--- src/rtl/uart_pkg.sv ---
// -----------------------------------------------------------------------------
// uart_pkg
//   Shared definitions for the UART frame transmitter:
//     - uart_state_e    : transmitter FSM state encoding
//     - UART_DATA_BITS  : payload bits per UART character (8N1)
//     - UART_FRAME_BITS : line bits per character (start + 8 data + stop)
//   No ports; imported by uart_frame_tx and uart_baud_gen.
// -----------------------------------------------------------------------------
package uart_pkg;

  localparam int UART_DATA_BITS  = 8;
  localparam int UART_FRAME_BITS = 10;

  // Line state of the transmitter. IDLE is the only state in which tx is
  // released high and busy is low.
  typedef enum logic [1:0] {
    IDLE      = 2'd0,
    START_BIT = 2'd1,
    DATA_BITS = 2'd2,
    STOP_BIT  = 2'd3
  } uart_state_e;

endpackage

--- src/rtl/uart_baud_gen.sv ---
// -----------------------------------------------------------------------------
// uart_baud_gen
//   Bit-period counter. Counts clk cycles and pulses tick on the last cycle of
//   every CLK_DIV-cycle bit period. The counter reloads itself on each tick,
//   so consecutive bits are back to back with no slip. clear holds the count
//   at zero, so the first tick after clear drops arrives CLK_DIV cycles after
//   the edge that released it.
//
//   Ports:
//     clk   in  1  rising-edge clock
//     rst   in  1  synchronous active-high reset
//     clear in  1  hold counter at zero (suppresses tick)
//     tick  out 1  one-cycle pulse marking the last cycle of a bit period
// -----------------------------------------------------------------------------
module uart_baud_gen
  import uart_pkg::*;
#(
  parameter int CLK_DIV = 8
) (
  input  logic clk,
  input  logic rst,
  input  logic clear,
  output logic tick
);

  // Counter runs 0 .. CLK_DIV-1, which always fits in $clog2(CLK_DIV) bits
  // for CLK_DIV >= 2.
  localparam int            CW   = $clog2(CLK_DIV);
  localparam logic [CW-1:0] LAST = CW'(CLK_DIV - 1);

  logic [CW-1:0] cnt_q;
  logic [CW-1:0] cnt_d;

  always_comb begin
    tick  = (cnt_q == LAST) && !clear;
    cnt_d = cnt_q + 1'b1;
    if (clear || tick) begin
      cnt_d = '0;
    end
  end

  always_ff @(posedge clk) begin
    if (rst) begin
      cnt_q <= '0;
    end else begin
      cnt_q <= cnt_d;
    end
  end

endmodule

--- src/rtl/uart_frame_tx.sv ---
// -----------------------------------------------------------------------------
// uart_frame_tx
//   Sends a frame of NUM_BYTES bytes as consecutive 8N1 UART characters,
//   least-significant byte first and each byte LSB first, with no idle gap
//   between characters. Each line bit lasts CLK_DIV clk cycles, so a frame
//   occupies NUM_BYTES*10*CLK_DIV cycles.
//
//   Handshake: start is a one-cycle request that is taken only when busy is
//   low (and rst is low). On the accepting edge the payload is captured, busy
//   rises and tx drops for the start bit. A request seen while busy is
//   dropped, not queued. done pulses in the first idle cycle after a frame;
//   a start in that same cycle is accepted, giving zero-gap back-to-back
//   frames. rst aborts a frame immediately without a done pulse.
//
//   Parameters:
//     CLK_DIV   clk cycles per UART bit, 2..65535
//     NUM_BYTES bytes per frame, 1..16
//
//   Ports:
//     clk     in  1            rising-edge clock
//     rst     in  1            synchronous active-high reset
//     start   in  1            frame request pulse
//     data_in in  8*NUM_BYTES  payload, sampled on an accepted start
//     tx      out 1            serial line, idle high
//     busy    out 1            frame in progress
//     done    out 1            one-cycle frame-complete pulse
// -----------------------------------------------------------------------------
module uart_frame_tx
  import uart_pkg::*;
#(
  parameter int CLK_DIV   = 8,
  parameter int NUM_BYTES = 4
) (
  input  logic                   clk,
  input  logic                   rst,
  input  logic                   start,
  input  logic [8*NUM_BYTES-1:0] data_in,
  output logic                   tx,
  output logic                   busy,
  output logic                   done
);

  localparam int                 SW        = 8 * NUM_BYTES;
  localparam int                 BITW      = $clog2(UART_DATA_BITS);
  localparam int                 BYTEW     = $clog2(NUM_BYTES + 1);
  localparam logic [BITW-1:0]    LAST_BIT  = BITW'(UART_DATA_BITS - 1);
  localparam logic [BYTEW-1:0]   LAST_BYTE = BYTEW'(NUM_BYTES - 1);

  uart_state_e       state_q;
  uart_state_e       state_d;
  logic [SW-1:0]     shift_q;
  logic [SW-1:0]     shift_d;
  logic [BITW-1:0]   bit_cnt_q;
  logic [BITW-1:0]   bit_cnt_d;
  logic [BYTEW-1:0]  byte_cnt_q;
  logic [BYTEW-1:0]  byte_cnt_d;
  logic              done_q;
  logic              done_d;

  logic              baud_clear;
  logic              baud_tick;
  logic              last_byte;

  // The bit timer is parked at zero while idle; because the accepting edge
  // is also the edge that leaves IDLE, the start bit gets a full period.
  assign baud_clear = (state_q == IDLE);
  assign last_byte  = (byte_cnt_q == LAST_BYTE);

  uart_baud_gen #(
    .CLK_DIV (CLK_DIV)
  ) u_baud_gen (
    .clk   (clk),
    .rst   (rst),
    .clear (baud_clear),
    .tick  (baud_tick)
  );

  // ---------------------------------------------------------------------------
  // State register (FSM state plus the datapath it sequences)
  // ---------------------------------------------------------------------------
  always_ff @(posedge clk) begin
    if (rst) begin
      state_q    <= IDLE;
      shift_q    <= '0;
      bit_cnt_q  <= '0;
      byte_cnt_q <= '0;
      done_q     <= 1'b0;
    end else begin
      state_q    <= state_d;
      shift_q    <= shift_d;
      bit_cnt_q  <= bit_cnt_d;
      byte_cnt_q <= byte_cnt_d;
      done_q     <= done_d;
    end
  end

  // ---------------------------------------------------------------------------
  // Next-state logic
  // ---------------------------------------------------------------------------
  always_comb begin
    state_d = state_q;
    unique case (state_q)
      IDLE: begin
        if (start) begin
          state_d = START_BIT;
        end
      end
      START_BIT: begin
        if (baud_tick) begin
          state_d = DATA_BITS;
        end
      end
      DATA_BITS: begin
        if (baud_tick && (bit_cnt_q == LAST_BIT)) begin
          state_d = STOP_BIT;
        end
      end
      STOP_BIT: begin
        if (baud_tick) begin
          state_d = last_byte ? IDLE : START_BIT;
        end
      end
      default: state_d = IDLE;
    endcase
  end

  // Datapath next values. The shift register moves right one place per data
  // bit, so after eight shifts the next byte's LSB is already at bit 0.
  always_comb begin
    shift_d    = shift_q;
    bit_cnt_d  = bit_cnt_q;
    byte_cnt_d = byte_cnt_q;
    done_d     = 1'b0;
    unique case (state_q)
      IDLE: begin
        if (start) begin
          shift_d    = data_in;
          bit_cnt_d  = '0;
          byte_cnt_d = '0;
        end
      end
      START_BIT: begin
        bit_cnt_d = '0;
      end
      DATA_BITS: begin
        if (baud_tick) begin
          shift_d   = shift_q >> 1;
          bit_cnt_d = (bit_cnt_q == LAST_BIT) ? '0 : bit_cnt_q + 1'b1;
        end
      end
      STOP_BIT: begin
        if (baud_tick) begin
          if (last_byte) begin
            done_d = 1'b1;
          end else begin
            byte_cnt_d = byte_cnt_q + 1'b1;
          end
        end
      end
      default: begin
        done_d = 1'b0;
      end
    endcase
  end

  // ---------------------------------------------------------------------------
  // Output logic (decoded from registered state only, so tx/busy/done are
  // glitch-free with respect to the inputs)
  // ---------------------------------------------------------------------------
  always_comb begin
    tx   = 1'b1;
    busy = (state_q != IDLE);
    done = done_q;
    unique case (state_q)
      IDLE:      tx = 1'b1;
      START_BIT: tx = 1'b0;
      DATA_BITS: tx = shift_q[0];
      STOP_BIT:  tx = 1'b1;
      default:   tx = 1'b1;
    endcase
  end

endmodule

--- config.mk ---
export PLATFORM = sky130hd
export DESIGN_NAME = uart_frame_tx
export DESIGN_NICKNAME = d
export VERILOG_FILES = /design/src/rtl/uart_pkg.sv /design/src/rtl/uart_baud_gen.sv /design/src/rtl/uart_frame_tx.sv
export SDC_FILE = /design/constraint.sdc
export NUM_CORES = 1
export LEC_CHECK = 0
export CORE_ASPECT_RATIO = 1.2
export CORE_MARGIN = 4
export CORE_UTILIZATION = 50
export DETAILED_ROUTE_END_ITERATION = 8
export PLACE_DENSITY_LB_ADDON = 0.15
export REMOVE_ABC_BUFFERS = 1
export SKIP_LAST_GASP = 1
export SLEW_MARGIN = 20
export SYNTH_ARGS = -nofsm -noshare
export SYNTH_HDL_FRONTEND = slang
export SYNTH_SLANG_ARGS = --single-unit
--- constraint.sdc ---
create_clock -name clk -period 2.7 [get_ports clk]
set_input_delay 0.27 -clock clk [delete_from_list [all_inputs] [get_ports clk]]
set_output_delay 0.27 -clock clk [all_outputs]
set_load 0.03 [all_outputs]
* Word-level counts from Yosys, hierarchy flattened
Index checks and enable logic that the tools add are counted.
** Cells by class
- Add/sub/neg operators :: 3
- Eq/ne operators :: 12
- Multiplexer cells :: 18
- Bitwise operators :: 2
- Reduce and logical (&&, ||, !) cells :: 16
** Operators by type and width (count)
- $mux 32 :: 2
- $pmux 32 s2 :: 1
- $mux 3 :: 5
- $ne 2x2->1 const B :: 6
- $add 3x1->3 const B :: 3
- $pmux 3 s3 :: 1
- $mux 2 :: 4
- $pmux 2 s4 :: 1
- $reduce_and 4->1 :: 2
- $eq 3x3->1 const B :: 2
- $pmux 3 s2 :: 1
- $reduce_and 3->1 :: 2
- $reduce_bool 2->1 :: 3
- $eq 2x2->1 const B :: 2
- $reduce_or 2->1 :: 2
- $eq 3x2->1 const B :: 1
- $pmux 1 s3 :: 1
- $reduce_bool 3->1 :: 1
- $reduce_or 3->1 :: 1
- $eq 2x1->1 const B :: 1
- $logic_and 1x1->1 :: 2
- $logic_not 2->1 :: 1
- $mux 1 :: 2
- $not 1->1 :: 2
- 2 further kinds :: 2
** Storage, ports and cells
- Register bits after elaboration :: 44
- Input port bits :: 35
- Output and inout bits :: 3
- Word-level logic and storage cells :: 57

* Longest topological paths before layout
Gate-level depths: netlist of the first run.
- Depth in word-level cells :: 6
- Mapped depth :: 8
- Gate-level depth less buffers :: 6

* Modules after synthesis
Synthesis of the first run repeated with hierarchy kept, for this count alone.
** Second synthesis, totals
- Cells, all modules :: 231
- Area total of the unflattened synthesis :: 2268.4 um^2
** By module, submodules not included
- uart_frame_tx :: times used 1, cells each 222, area each 2153.3 um^2, sequential area each 820.8 um^2
- uart_baud_gen :: times used 1, cells each 9, area each 115.1 um^2, sequential area each 60.1 um^2

* Least setup slack after synthesis of the first run
OpenSTA, ideal clock, no wires.
- Path type :: register to output
- Start :: reg state_q[0]
- End :: out tx
- Arrival :: 1.617 ns
- Required time :: 2.430 ns
- Setup slack :: 0.813 ns
- Cell stages (with the launch flop) :: 7
- Path buffers :: 2
- Cell sequence :: dfxtp_1 -> inv_1 -> ha_1 -> buf_4 -> buf_2 -> nand2_1 -> a21oi_1
** On the way
- Cells in the longest elaborated chain, start to end :: 3
- Elaborated cells between the ends (all ways) :: 6
- Those cells by class :: eq/ne: 3; mux: 1; reduce/logical: 2
** RTL lines
- from (decl) :: RTL line uart_frame_tx.sv:49 : uart_state_e state_q;
- from (signal assigned) :: RTL line uart_frame_tx.sv:89 : state_q <= state_d;
- $eq 2x2->1 / $logic_not 2->1 (equally long branches) :: RTL line uart_frame_tx.sv:174 : unique case (state_q)
- $reduce_or 2->1 (no line)
- $pmux 1 s3 (*) :: RTL line uart_frame_tx.sv:174
- to (decl) :: RTL line uart_frame_tx.sv:38 : output logic tx,
Mark *: on every way between the ends. The rest lies on a longest branch, timed or not.

* Worst setup path after layout of the first run
Same ends and word-level chain as after synthesis.

==> results of run 1 <==
metrics by stage:
step                      instances  instance area, µm²  setup WS [ns]
after floorplan                 199                1980         -0.198
after global routing            304                2570          0.106
after detailed placement        296                2480          0.472
after CTS                       304                2570          0.211
after global placement          296                2480          0.543
final                           304                2570          0.251
worst max-delay path: cells and delay by family, from the launching register on:
kind            cells  cell delay [ns]
flops               1             0.34
compound gates      1             0.14
buf+inv             3             1.09
simple gates        1             0.09
fa+ha+maj           1             0.22
worst min-delay path by stage:
stage	start	end	slack, ns	cells after the start
after global placement	u_baud_gen.cnt_q[0]$_SDFF_PP0_	u_baud_gen.cnt_q[0]$_SDFF_PP0_	0.42	1
after detailed placement	u_baud_gen.cnt_q[0]$_SDFF_PP0_	u_baud_gen.cnt_q[0]$_SDFF_PP0_	0.43	1
after CTS	u_baud_gen.cnt_q[0]$_SDFF_PP0_	u_baud_gen.cnt_q[0]$_SDFF_PP0_	0.44	1
after global routing	u_baud_gen.cnt_q[0]$_SDFF_PP0_	u_baud_gen.cnt_q[0]$_SDFF_PP0_	0.45	1
final	u_baud_gen.cnt_q[0]$_SDFF_PP0_	u_baud_gen.cnt_q[0]$_SDFF_PP0_	0.44	1
after floorplan	rst	bit_cnt_q[0]$_SDFFE_PP0P_	0.34	1
placed cells by master, fill, tap and decap left out, types with 4 or more instances in the layout:
master	instances
a211oi_1	31
a21oi_1	9
buf_4	5
clkbuf_8	6
clkdlybuf4s50_1	37
dfxtp_1	44
ha_1	10
inv_1	5
mux2i_1	33
nor2_1	39
o21ai_0	4
flip-flops by register name, indices dropped and copies added, names as in the netlist:
signal and cells:
bit_cnt_q 3, byte_cnt_q 3, done 1, shift_q 32
state_q 2, u_baud_gen.cnt_q 3
Yosys cell counts, drive strengths merged:
cell,count
buf,11
and2,2
nand3,1
nand2b,2
a211oi,31
ha,11
nand2,2
nor4,1
o21a,1
mux2i,33
nor3,2
nand4bb,1
nand4b,2
a32oi,2
clkbuf,6
a21oi,9
nand3b,1
nor2b,3
or4,1
o21ai,5
or2,1
inv,5
dfxtp,44
nor2,39
power groups by stage:
stage	combinational, µW	sequential (µW)	clock [µW]
after global routing	1120	969	465
final	996	948	421
after detailed placement	1010	962	0
after global placement	990	961	0
after CTS	1010	950	434
after floorplan	742	936	0
logic make-up (layout without fill, tap and decap cells):
logic type                 Yosys count  in the layout  synth area share [%]
and+or+nand+nor                     58             58                  13.1
muxes                               33             33                  15.9
AOI/OAI and AO/OA                   48             48                  16.3
DFF                                 44             44                  42.4
adders and majority gates           11             11                  6.63
buffers and inverters               22             56                  5.66
layer usage:
layer | vias to the layer above | share of wire [%] | track usage [%]
met4 | 0 | 2.1 | 7.32
met5 | - | 0 | 0
met3 | 7 | 3.8 | 5.01
met2 | 26 | 48 | 25.0
li1 | 844 | - | -
met1 | 723 | 46 | 17.9
cell type report:
cell class | instances | area, µm²
clock inverters | 1 | 7.51
repair buffers | 43 | 428
inverters | 5 | 18.8
fillers | 367 | 1400
flip-flops and latches | 44 | 881
clock buffers | 7 | 86.3
well taps | 54 | 67.6
multi-input cells | 150 | 1080
==> results.cfg, run 1 <==
[yosys]
synthesis.yosys.warnings = 0
yosysTopAreaCellShare_pct = 42.4
post_synth_main_area_contributors = dfxtp_1 42%, mux2i_1 16%, a211oi_1 11%
synth-seq-area-share_pct = 42.4
syn-cell-area_um2 = 2080
postSynthRegisterBits = 44
netlist_instances = 216
synth_area_per_cell_um2 = 9.62
synth_largest_area_cell = dfxtp_1
synth_cell_type_count = 28

[sta]
worst_slew_pin_slew_ns = 0.919
skew_ns = 0.00732
max_freq_ghz = 0.408
final_min_period_over_clock_period_pct = 90.7
fin_tns_setup_ns = 0
maxSlewViolCount = 0
grt_setup_unrepaired = false
slew_headroom_pct = 38.5
timing.hold.ws_ns = 0.437
period_minus_slack_ns = 2.45
timing.final.hold_violations = 0
finalSetupViolations = 0

[layout]
area.growth.synth_to_final_pct = 23.7
finish.utilization_pct = 64.7
drive_above_1_share_pct = 6.40
num-nets-final = 295
diodes = 0

[cts]
cts_tree = built
post-cts-setup-buffers = 0
cts_hold_repair.buffers = 0
cts-htree-levels = 2
cts_made_buffers = 5
post_cts_resize_count = 0
insertion_delay_ns = 0.29
clk_root_buffer_cell = clkbuf_8
clkTransAtPathRegs_ns = 0.07
cts.sink_count = 44
clk_path_buf_depth = 2

[worst_setup_path]
worst_setup_path_startpoint = state_q[0]$_SDFFE_PP0P_
worstSetupPathType = reg -> out
worst_r2r_src = state_q[0]$_SDFFE_PP0P_
setup.reg_to_reg.worst_slack_ns = 0.55
worst-endpoint-arrival_ns = 2.18
cp.required_ns = 2.43
start_kind = register
setup.worst_path.end_class = output pin
worst_path_largest_cell_delay_ns = 0.68
slowest_stage = clkdlybuf4s50_1
cp_cell_sequence = inv_1, ha_2, buf_4, nand2_1, a21oi_1, clkdlybuf4s50_1
critical_path.reg2reg.endpoint = bit_cnt_q[0]$_SDFFE_PP0P_
r2r.worst_path.cells = 7
critical_path.endpoint = tx
crit_path_max_fo = 18

[grt]
antenna_found_initial = 0
first_global_vias = 1486
global_route_wire_length_before_repair_um = 6240
grt_usage_pct = 15.4
gr-total-overflow = 0
pin_count_of_the_biggest_net_entering_global_routing = 39

[power_and_ir_drop]
sequential_share_of_power_pct = 40.1
total_switching_power_uw = 853
power_report.internal_total_uw = 1510
power.ir.vdd_worst_mv = 0.559
power.static_leakage_uw = 0.000929
comb_power_share_pct = 42.1
power_density_over_cell_area_nw_per_um2 = 920
report.power.total_uw = 2370
clock_share_of_power_pct = 17.8
proportion_of_total_power_due_to_net_switching_pct = 36.1

[floorplan]
die_wd_um = 66.8
io_pins = 38
core_area_um2 = 3970
dieArea_um2 = 5250
die_h_um = 78.6
placementRows = 25
start_util_pct = 52.3

[detailed_routing]
drc_errors = 0
wirelength_um = 3750
initialDrtViolationCount = 69
wl_per_cell_um = 12.3
antenna_violating_nets_post_route = 0
vias_after_detailed_routing = 1600
drt_pass1_iterations = 4
viasPerCell = 5.26

[job]
cap_viol_max_count = 0

[place]
dp.final_hpwl_um = 2650
routabilityCongestion = 0.725
port-buffer-count = 37

[status]
run_status = completed

[min_path]
hold_class = reg -> reg
(Power assumes the default switching activity.)
==> inputs of run 2 (changes only) <==
- PLACE_DENSITY: default -> 0.77
- PLACE_DENSITY_LB_ADDON: 0.15 -> default
==> results.cfg, run 2 (synthesis results as in run 1) <==
[status]
run_status = completed

[grt]
antenna_found_initial = 0
grt_usage_pct = 15.0
first_global_vias = 1474
global_route_wire_length_before_repair_um = 6110
pin_count_of_the_biggest_net_entering_global_routing = 64
gr-total-overflow = 0

[cts]
post-cts-setup-buffers = 0
clkTransAtPathRegs_ns = 0.08
cts.sink_count = 44
cts-htree-levels = 2
cts_hold_repair.buffers = 0
insertion_delay_ns = 0.30
cts_made_buffers = 5
clk_root_buffer_cell = clkbuf_8
post_cts_resize_count = 0
clk_path_buf_depth = 2
cts_tree = built

[min_path]
hold_end = u_baud_gen.cnt_q[0]$_SDFF_PP0_
worst_hold_path.num_cells = 1
hold_class = reg -> reg
timing.hold.worst.start = u_baud_gen.cnt_q[0]$_SDFF_PP0_

[detailed_routing]
wl_per_cell_um = 12.1
drt_pass1_iterations = 4
antenna_violating_nets_post_route = 0
viasPerCell = 5.21
initialDrtViolationCount = 61
wirelength_um = 3670
drc_errors = 0
vias_after_detailed_routing = 1572

[sta]
skew_ns = 0.00533
fin_tns_setup_ns = 0
period_minus_slack_ns = 2.22
worst_slew_pin_slew_ns = 0.427
maxSlewViolCount = 0
timing.final.hold_violations = 0
timing.hold.ws_ns = 0.440
slew_headroom_pct = 71.5
finalSetupViolations = 0
max_freq_ghz = 0.450
final_min_period_over_clock_period_pct = 82.3
grt_setup_unrepaired = false

[worst_setup_path]
worstSetupPathType = reg -> out
slowest_stage = clkdlybuf4s50_1
cp.required_ns = 2.43
cp_cell_sequence = inv_1, ha_1, a21oi_1, clkdlybuf4s50_1
worst_r2r_src = state_q[0]$_SDFFE_PP0P_
worst-endpoint-arrival_ns = 1.95
setup.reg_to_reg.worst_slack_ns = 0.70
setup.worst_path.end_class = output pin
critical_path.reg2reg.endpoint = shift_q[31]$_SDFFE_PP0P_
crit_path_max_fo = 5
cpLargestDelayFamily = buffers and inverters
r2r.worst_path.cells = 8
start_kind = register
critPathBufInv = 2
worst_path_largest_cell_delay_ns = 0.68

[layout]
fillCellCount = 363
num-nets-final = 293
final_cell_count_no_fill = 302
largest_register_ffs = 32
area_used_by_multi_input_combinational_logic_um2 = 1080
area.growth.synth_to_final_pct = 23.9
layout.cell_area.non_filler_um2 = 2570
final_cell_mix = 44 x dfxtp_1, 39 x nor2_1, 37 x clkdlybuf4s50_1
drive_above_1_share_pct = 6.05
ff_latch_area_um2 = 881
layout_commonest_cell = dfxtp_1
largest-register = shift_q
finish.utilization_pct = 64.8
diodes = 0

[floorplan]
dieArea_um2 = 5250
die_wd_um = 66.8
die_h_um = 78.6
core_area_um2 = 3970
placementRows = 25
start_util_pct = 52.3
io_pins = 38

[power_and_ir_drop]
power_density_over_cell_area_nw_per_um2 = 946
power.static_leakage_uw = 0.000929
power.ir.vdd_worst_mv = 0.600

[job]
cap_viol_max_count = 0

[place]
dp.final_hpwl_um = 2560
routabilityCongestion = 0.718
port-buffer-count = 37
placedCellCount = 294
detailed_place.area_um2 = 2460
==> run 2: cell types whose count changed in the layout (fill, tap and decap cells not counted), sizes merged <==
cell    delta
buf        -2
clkbuf     -2
bufinv     +1
clkinv     +1
==> run 2: final cells by class <==
class | count | share of cell area (%)
clock buffers | 5 | 2.68
clock inverters | 3 | 1.65
inverters | 5 | 0.730
multi-input cells | 150 | 42.0
flip-flops and latches | 44 | 34.2
well taps | 54 | 2.63
repair buffers | 41 | 16.1
==> run 2: through the flow <==
step / setup slack (ns) / power (µW)
2_1_floorplan: -0.198 / 1680
3_3_place_gp: 0.755 / 1930
3_5_place_dp: 0.698 / 1960
4_1_cts: 0.453 / 2460
5_1_grt: 0.366 / 2620
6_report: 0.477 / 2430
==> run 2: metal layers <==
metal	track usage, %	routed length (µm)	up-vias
li1	-	-	834
met1	15.9	1650	698
met2	27.9	1780	35
met3	2.58	173	5
met4	7.32	62	0
met5	0	0	-
==> run 2: how the worst max path moves through the flow <==
stage / startpoint / endpoint / cells after the start
2_1_floorplan: state_q[0]$_SDFFE_PP0P_ / shift_q[31]$_SDFFE_PP0P_ / 6
5_1_grt: state_q[1]$_SDFFE_PP0P_ / tx / 4
3_5_place_dp: state_q[0]$_SDFFE_PP0P_ / shift_q[31]$_SDFFE_PP0P_ / 8
4_1_cts: state_q[1]$_SDFFE_PP0P_ / tx / 4
3_3_place_gp: state_q[0]$_SDFFE_PP0P_ / shift_q[31]$_SDFFE_PP0P_ / 8
6_report: state_q[1]$_SDFFE_PP0P_ / tx / 4
==> run 2: where the power goes <==
group | switching [µW] | internal (µW)
registers | 105 | 845
clock network | 230 | 274
logic | 535 | 447
==> run 2: worst register-to-register path: cells and delay by family (launching register included) <==
family	cells	cell delay, ns
and+or+nand+nor	2	0.23
buffers and inverters	3	0.75
DFF	1	0.34
AOI/OAI and AO/OA	1	0.10
muxes	1	0.25
adders and majority gates	1	0.21
